File: src/rtl/code_driver.sv
// Burst stimulus master for the dual-counter unit `code`: drives Slt/En for a
// programmed number of enabled cycles and checks Output0/Output1 against a local model.
`timescale 1ns/1ps
module code_driver #(
  parameter int W   = 64,
  parameter int LW  = 16,
  parameter int DIV = 4
) (
  input  logic          Clk,
  input  logic          Reset,
  input  logic          Start,
  input  logic          SelCfg,
  input  logic [LW-1:0] Len,
  output logic          Slt,
  output logic          En,
  input  logic [W-1:0]  Output0,
  input  logic [W-1:0]  Output1,
  output logic          Busy,
  output logic          Done,
  output logic          Pass,
  output logic [15:0]   ErrCnt
);

  localparam int PW = $clog2(DIV);

  typedef enum logic [1:0] {IDLE, RUN, DRAIN, CHECK} state_t;

  state_t        state, state_nx;
  logic [LW-1:0] remaining;
  logic [W-1:0]  exp0, exp1;
  logic [PW-1:0] phase;
  logic          mismatch;
  logic [15:0]   errcnt_nx;

  always_ff @(posedge Clk or negedge Reset) begin
    if (!Reset) state <= IDLE;
    else        state <= state_nx;
  end

  always_comb begin
    state_nx = state;
    case (state)
      IDLE:    if (Start) state_nx = (Len != '0) ? RUN : DRAIN;
      RUN:     if (remaining == LW'(1)) state_nx = DRAIN;
      DRAIN:   state_nx = CHECK;
      CHECK:   state_nx = IDLE;
      default: state_nx = IDLE;
    endcase
  end

  // En is decoded straight from state so a reset drops it without waiting for a clock.
  always_comb begin
    En   = (state == RUN);
    Busy = (state != IDLE);
    Done = (state == CHECK);
  end

  always_comb begin
    mismatch  = ((state == RUN) || (state == DRAIN)) &&
                ((Output0 != exp0) || (Output1 != exp1));
    errcnt_nx = (mismatch && (ErrCnt != '1)) ? ErrCnt + 16'd1 : ErrCnt;
  end

  always_ff @(posedge Clk or negedge Reset) begin
    if (!Reset) begin
      Slt       <= 1'b0;
      remaining <= '0;
      ErrCnt    <= '0;
      Pass      <= 1'b0;
    end else begin
      if (state == IDLE && Start) begin
        Slt       <= SelCfg;
        remaining <= Len;
        ErrCnt    <= '0;
        Pass      <= 1'b0;
      end else begin
        ErrCnt <= errcnt_nx;
      end
      if (state == RUN) remaining <= remaining - LW'(1);
      // Verdict is registered on the DRAIN->CHECK edge so it is already valid while Done is high.
      if (state == DRAIN) Pass <= (errcnt_nx == '0);
    end
  end

  always_ff @(posedge Clk or negedge Reset) begin
    if (!Reset) begin
      exp0  <= '0;
      exp1  <= '0;
      phase <= '0;
    end else if (En) begin
      if (!Slt) begin
        exp0 <= exp0 + W'(1);
      end else begin
        phase <= phase + PW'(1);
        if (phase == PW'(DIV - 1)) exp1 <= exp1 + W'(1);
      end
    end
  end

endmodule

File: config.mk
export PLATFORM = sky130hd
export DESIGN_NAME = code_driver
export DESIGN_NICKNAME = d
export VERILOG_FILES = /design/src/rtl/code_driver.sv
export SDC_FILE = /design/constraint.sdc
export NUM_CORES = 1
export LEC_CHECK = 0
export CAP_MARGIN = 20
export CORE_UTILIZATION = 50
export DETAILED_ROUTE_END_ITERATION = 8
export GPL_TIMING_DRIVEN = 0
export PLACE_DENSITY = 0.77
export SLEW_MARGIN = 10
export SYNTH_ARGS = -nofsm -noshare
export SYNTH_HDL_FRONTEND = slang
export SYNTH_SLANG_ARGS = --single-unit
File: constraint.sdc
create_clock -name Clk -period 5.95 [get_ports Clk]
set_input_delay 1.19 -clock Clk [delete_from_list [all_inputs] [get_ports Clk]]
set_output_delay 1.19 -clock Clk [all_outputs]
set_load 0.05 [all_outputs]
==> results of run 1 <==
[layout by cell type, fill, tap and decap left out, types with 3 or more instances in the layout]
cell,synthesis,final
clkbuf_1,18,18
clkinv_4,0,4
and2_1,9,9
a21oi_1,9,9
a31oi_1,3,3
xnor2_1,111,111
nor3_1,12,12
nor2b_1,4,4
xor2_1,178,178
nand2_1,93,93
nand2b_1,4,4
inv_1,17,17
nor2_1,64,64
and4_1,16,16
and3_1,33,33
mux2i_1,10,10
nand4_1,37,37
a211oi_1,10,10
ha_1,11,11
clkdlybuf4s50_1,0,167
inv_6,0,3
nand3_1,45,45
o21ai_0,14,14
dfrtp_1,166,166
nor4_1,44,44
nand3b_1,3,3
clkbuf_16,0,17
nand4b_1,3,3
[Yosys cell counts (2+ instances only)]
cell type,number,area (sq um)
nor4_1,44,275
mux2_2,2,22.5
o21ai_0,14,70.1
a31oi_1,3,18.8
mux2i_1,10,100
nand3_1,45,225
clkbuf_1,18,67.6
dfrtp_1,166,4150
or3_1,2,12.5
nand2b_1,4,25.0
inv_1,17,63.8
ha_1,11,138
nand4b_1,3,26.3
and2_1,9,56.3
a211oi_1,10,75.1
nand4_1,37,231
xnor2_1,111,972
o31ai_1,2,15.0
and3_1,33,206
o22ai_1,2,12.5
a21oi_1,9,45.0
nand3b_1,3,22.5
nand2_1,93,349
xor2_1,178,1560
nor2b_1,4,25.0
nand4_2,2,25.0
and4_1,16,140
nor2_1,64,240
nor3_1,12,60.1
nor3_2,2,20.0
[power by group]
group	internal, W	leakage, nW	switching (W)
clock network	0.000646	0.290	0.000470
registers	0.00124	2.26	0.000135
logic	0.000392	2.98	0.000540
total	0.00228	5.53	0.00115
[logic make-up after synthesis]
family / share of synthesized area
flops: 0.440
simple gates: 0.222
mux: 0.0130
buf+inv: 0.0153
fa+ha+maj: 0.0146
compound gates: 0.0260
xor+xnor: 0.268
[final cells by class]
cell class | instances | area (sq um)
buffer | 20 | 80.1
fill | 1469 | 6180
timing repair buffer | 169 | 1710
antenna | 1 | 2.50
clock buffer | 19 | 453
inverter | 17 | 63.8
tap | 229 | 287
sequential | 166 | 4150
multi-input combinational | 738 | 5130
clock inverter | 13 | 146
[metal layers]
metal | wire (microns) | track usage | vias to the layer above | share of wire
li1 | - | - | 3615 | -
met1 | 10600 | 0.335 | 3677 | 0.42
met2 | 12100 | 0.441 | 244 | 0.48
met3 | 1770 | 0.0688 | 38 | 0.070
met4 | 671 | 0.0895 | 2 | 0.027
met5 | 13 | 0 | - | 0.00052
[through the flow]
stage | total power (W) | utilization
detailed placement | 0.00232 | 0.628
global placement | 0.00229 | 0.626
CTS | 0.00343 | 0.661
floorplan | 0.00196 | -
global route | 0.00360 | 0.661
finish | 0.00342 | 0.661
[worst register-to-register path: stages, from the launching register on]
cell,delay (ns)
dfrtp_1,0.40
inv_1,0.13
ha_1,0.20
buf_4,0.18
and3_1,0.17
buf_2,0.15
nand4_1,0.28
nor3_2,0.59
nand3_2,0.30
nor3_1,0.62
and3_1,0.27
xor2_1,0.15
[worst max path at each step]
stage                           end  slack [ns]   startpoint
after floorplan            exp0[63]        2.81     state[1]
after global placement    ErrCnt[8]       -3.25        Reset
after detailed placement       Pass        1.53  Output0[37]
after CTS                      Pass        1.99  Output0[37]
after global routing           Pass        1.80  Output0[37]
final                          Pass        1.94  Output0[57]
[state kept, by name, indices dropped and copies added, names as in the netlist]
signal / flops
ErrCnt: 16
Pass: 1
Slt: 1
exp0: 64
exp1: 64
phase: 2
remaining: 16
state: 2
==> impl_metrics.env, run 1 <==
export IMPL_cts_inserted_buffers=17
export IMPL_final_hold_worst_slack_ns=0.491
export IMPL_p_leak_nw=5.53
export IMPL_fin_tns_setup_ns=0
export IMPL_place_detailed_hpwl_mm=19.5
export IMPL_slew_headroom=0.460
export IMPL_core_sq_um=18200
export IMPL_drive_gt1_frac=0.0455
export IMPL_ys_ff_latch=166
export IMPL_routedWlPerCell_microns=18.3
export IMPL_gp_congestion=0.906
export IMPL_port_buffers=168
export IMPL_cap_violations=0
export IMPL_endpoint_kind="register"
export IMPL_hold_class="reg -> reg"
export IMPL_cts_resized=0
export IMPL_crit_chain="clkdlybuf4s50_1, xor2_1, nor4_1, nand4_1, nor4_1, a21oi_1, clkbuf_1, a211oi_1, o22ai_1, o31ai_1"
export IMPL_grt_pass1_wl_mm=39.4
export IMPL_start_kind="input port"
export IMPL_min_from="exp0[63]"
export IMPL_maxSlewViolCount=0
export IMPL_dp_cells=1339
export IMPL_setup_slack_ns=1.94
export IMPL_gr_usage_all_layers=0.265
export IMPL_layout_cells_non_filler=1372
export IMPL_drc=0
export IMPL_die_x_microns=139
export IMPL_cts_root_buf="clkbuf_16"
export IMPL_netlist_area_sq_um=9430
export IMPL_worstPathRequired_ns=6.27
export IMPL_pin_count=169
export IMPL_crit_type="in -> reg"
export IMPL_syn_to_final_growth_pct=27.6
export IMPL_die_area_sq_um=19400
export IMPL_worst_pin_slew_ns=0.810
export IMPL_async_flop_share=1.00
export IMPL_rsz0062_at_grt="false"
export IMPL_clockBufferDepth=2
export IMPL_cpMostUsedCell="nor4_1"
export IMPL_ys_flop_type="dfrtp_1"
export IMPL_worstSkewPairLatency_ns=0.42
export IMPL_crit_arrival_ns=4.33
export IMPL_r2r_setup_slack_ns=2.43
export IMPL_post_cts_buffers=0
export IMPL_powerDensity_nw_per_um2=285
export IMPL_place_area_sq_um=11400
export IMPL_antenna_found_initial=2
export IMPL_initialDrtViolationCount=511
export IMPL_syn_nets=1100
export IMPL_reg2reg_depth=11
export IMPL_cp_max_fo=10
export IMPL_grt_max_degree=106
export IMPL_ys_seq_area_frac=0.440
export IMPL_htreeDepth=4
export IMPL_overflow=0
export IMPL_cts_tree="done"
export IMPL_avgSynthCellArea_sq_um=10.0
export IMPL_r2r_end="exp1[56]"
export IMPL_die_h_microns=139
export IMPL_synth_edff_count=0
export IMPL_peakVddDrop_uv=315
export IMPL_critical_path_top_delay_family="simple AND/OR/NAND/NOR gates"
export IMPL_pre_cts_ws_ns=1.53
export IMPL_fin_crit_sh=0.674
export IMPL_fin_crit_ns=4.01
export IMPL_slowest_delay_ns=0.62
export IMPL_path_buf_inv=2
export IMPL_detail_route_first_pass_iterations=4
export IMPL_first_global_vias=7514
export IMPL_r2r_start="state[1]"
export IMPL_min_to="exp0[63]"
export IMPL_ys_warn_count=0
export IMPL_fin_skew_ns=0.00574
export IMPL_final_area_sq_um=12000
export IMPL_holdPathStages=1
export IMPL_clk_pin_slew_ns=0.06
export IMPL_holdBufCountCts=0
export IMPL_via_count=7576
export IMPL_cp_depth=10
export IMPL_hold_viol=0
export IMPL_max_clock_freq_mhz=249
export IMPL_routed_via_density=5.52
export IMPL_syn_inst=941
export IMPL_numClockSinks=166
export IMPL_ant_nets=0
export IMPL_start_util=0.518
export IMPL_critPathSlowestCell="nor4_1"
export IMPL_outcome="complete, no violations"
export IMPL_setup_violations=0
export IMPL_nNetsFinal=1288
export IMPL_synth_distinct_cells=45
export IMPL_wirelength_mm=25.2
export IMPL_core_rowCount=49
(Power assumes the default switching activity.)
==> inputs of run 2 (changes only) <==
==> constraint.sdc (replaced) <==
create_clock -name Clk -period 4.2 [get_ports Clk]
set_input_delay 0.84 -clock Clk [delete_from_list [all_inputs] [get_ports Clk]]
set_output_delay 0.84 -clock Clk [all_outputs]
set_load 0.05 [all_outputs]
==> results of run 2 <==
Same layout as run 1 (identical final DEF). Status: complete, no violations.
Among the figures that moved: setup slack after placement 1.53 ns -> 0.130 ns; clock-pin slew on the worst setup and hold paths 0.06 ns -> 0.07 ns; setup slack after layout 1.94 ns -> 0.540 ns; hold slack 0.491 ns -> 0.482 ns; register-to-register setup slack 2.43 ns -> 0.68 ns; total power 0.00342 W -> 0.00485 W; worst IR drop on VDD 315 uV -> 447 uV
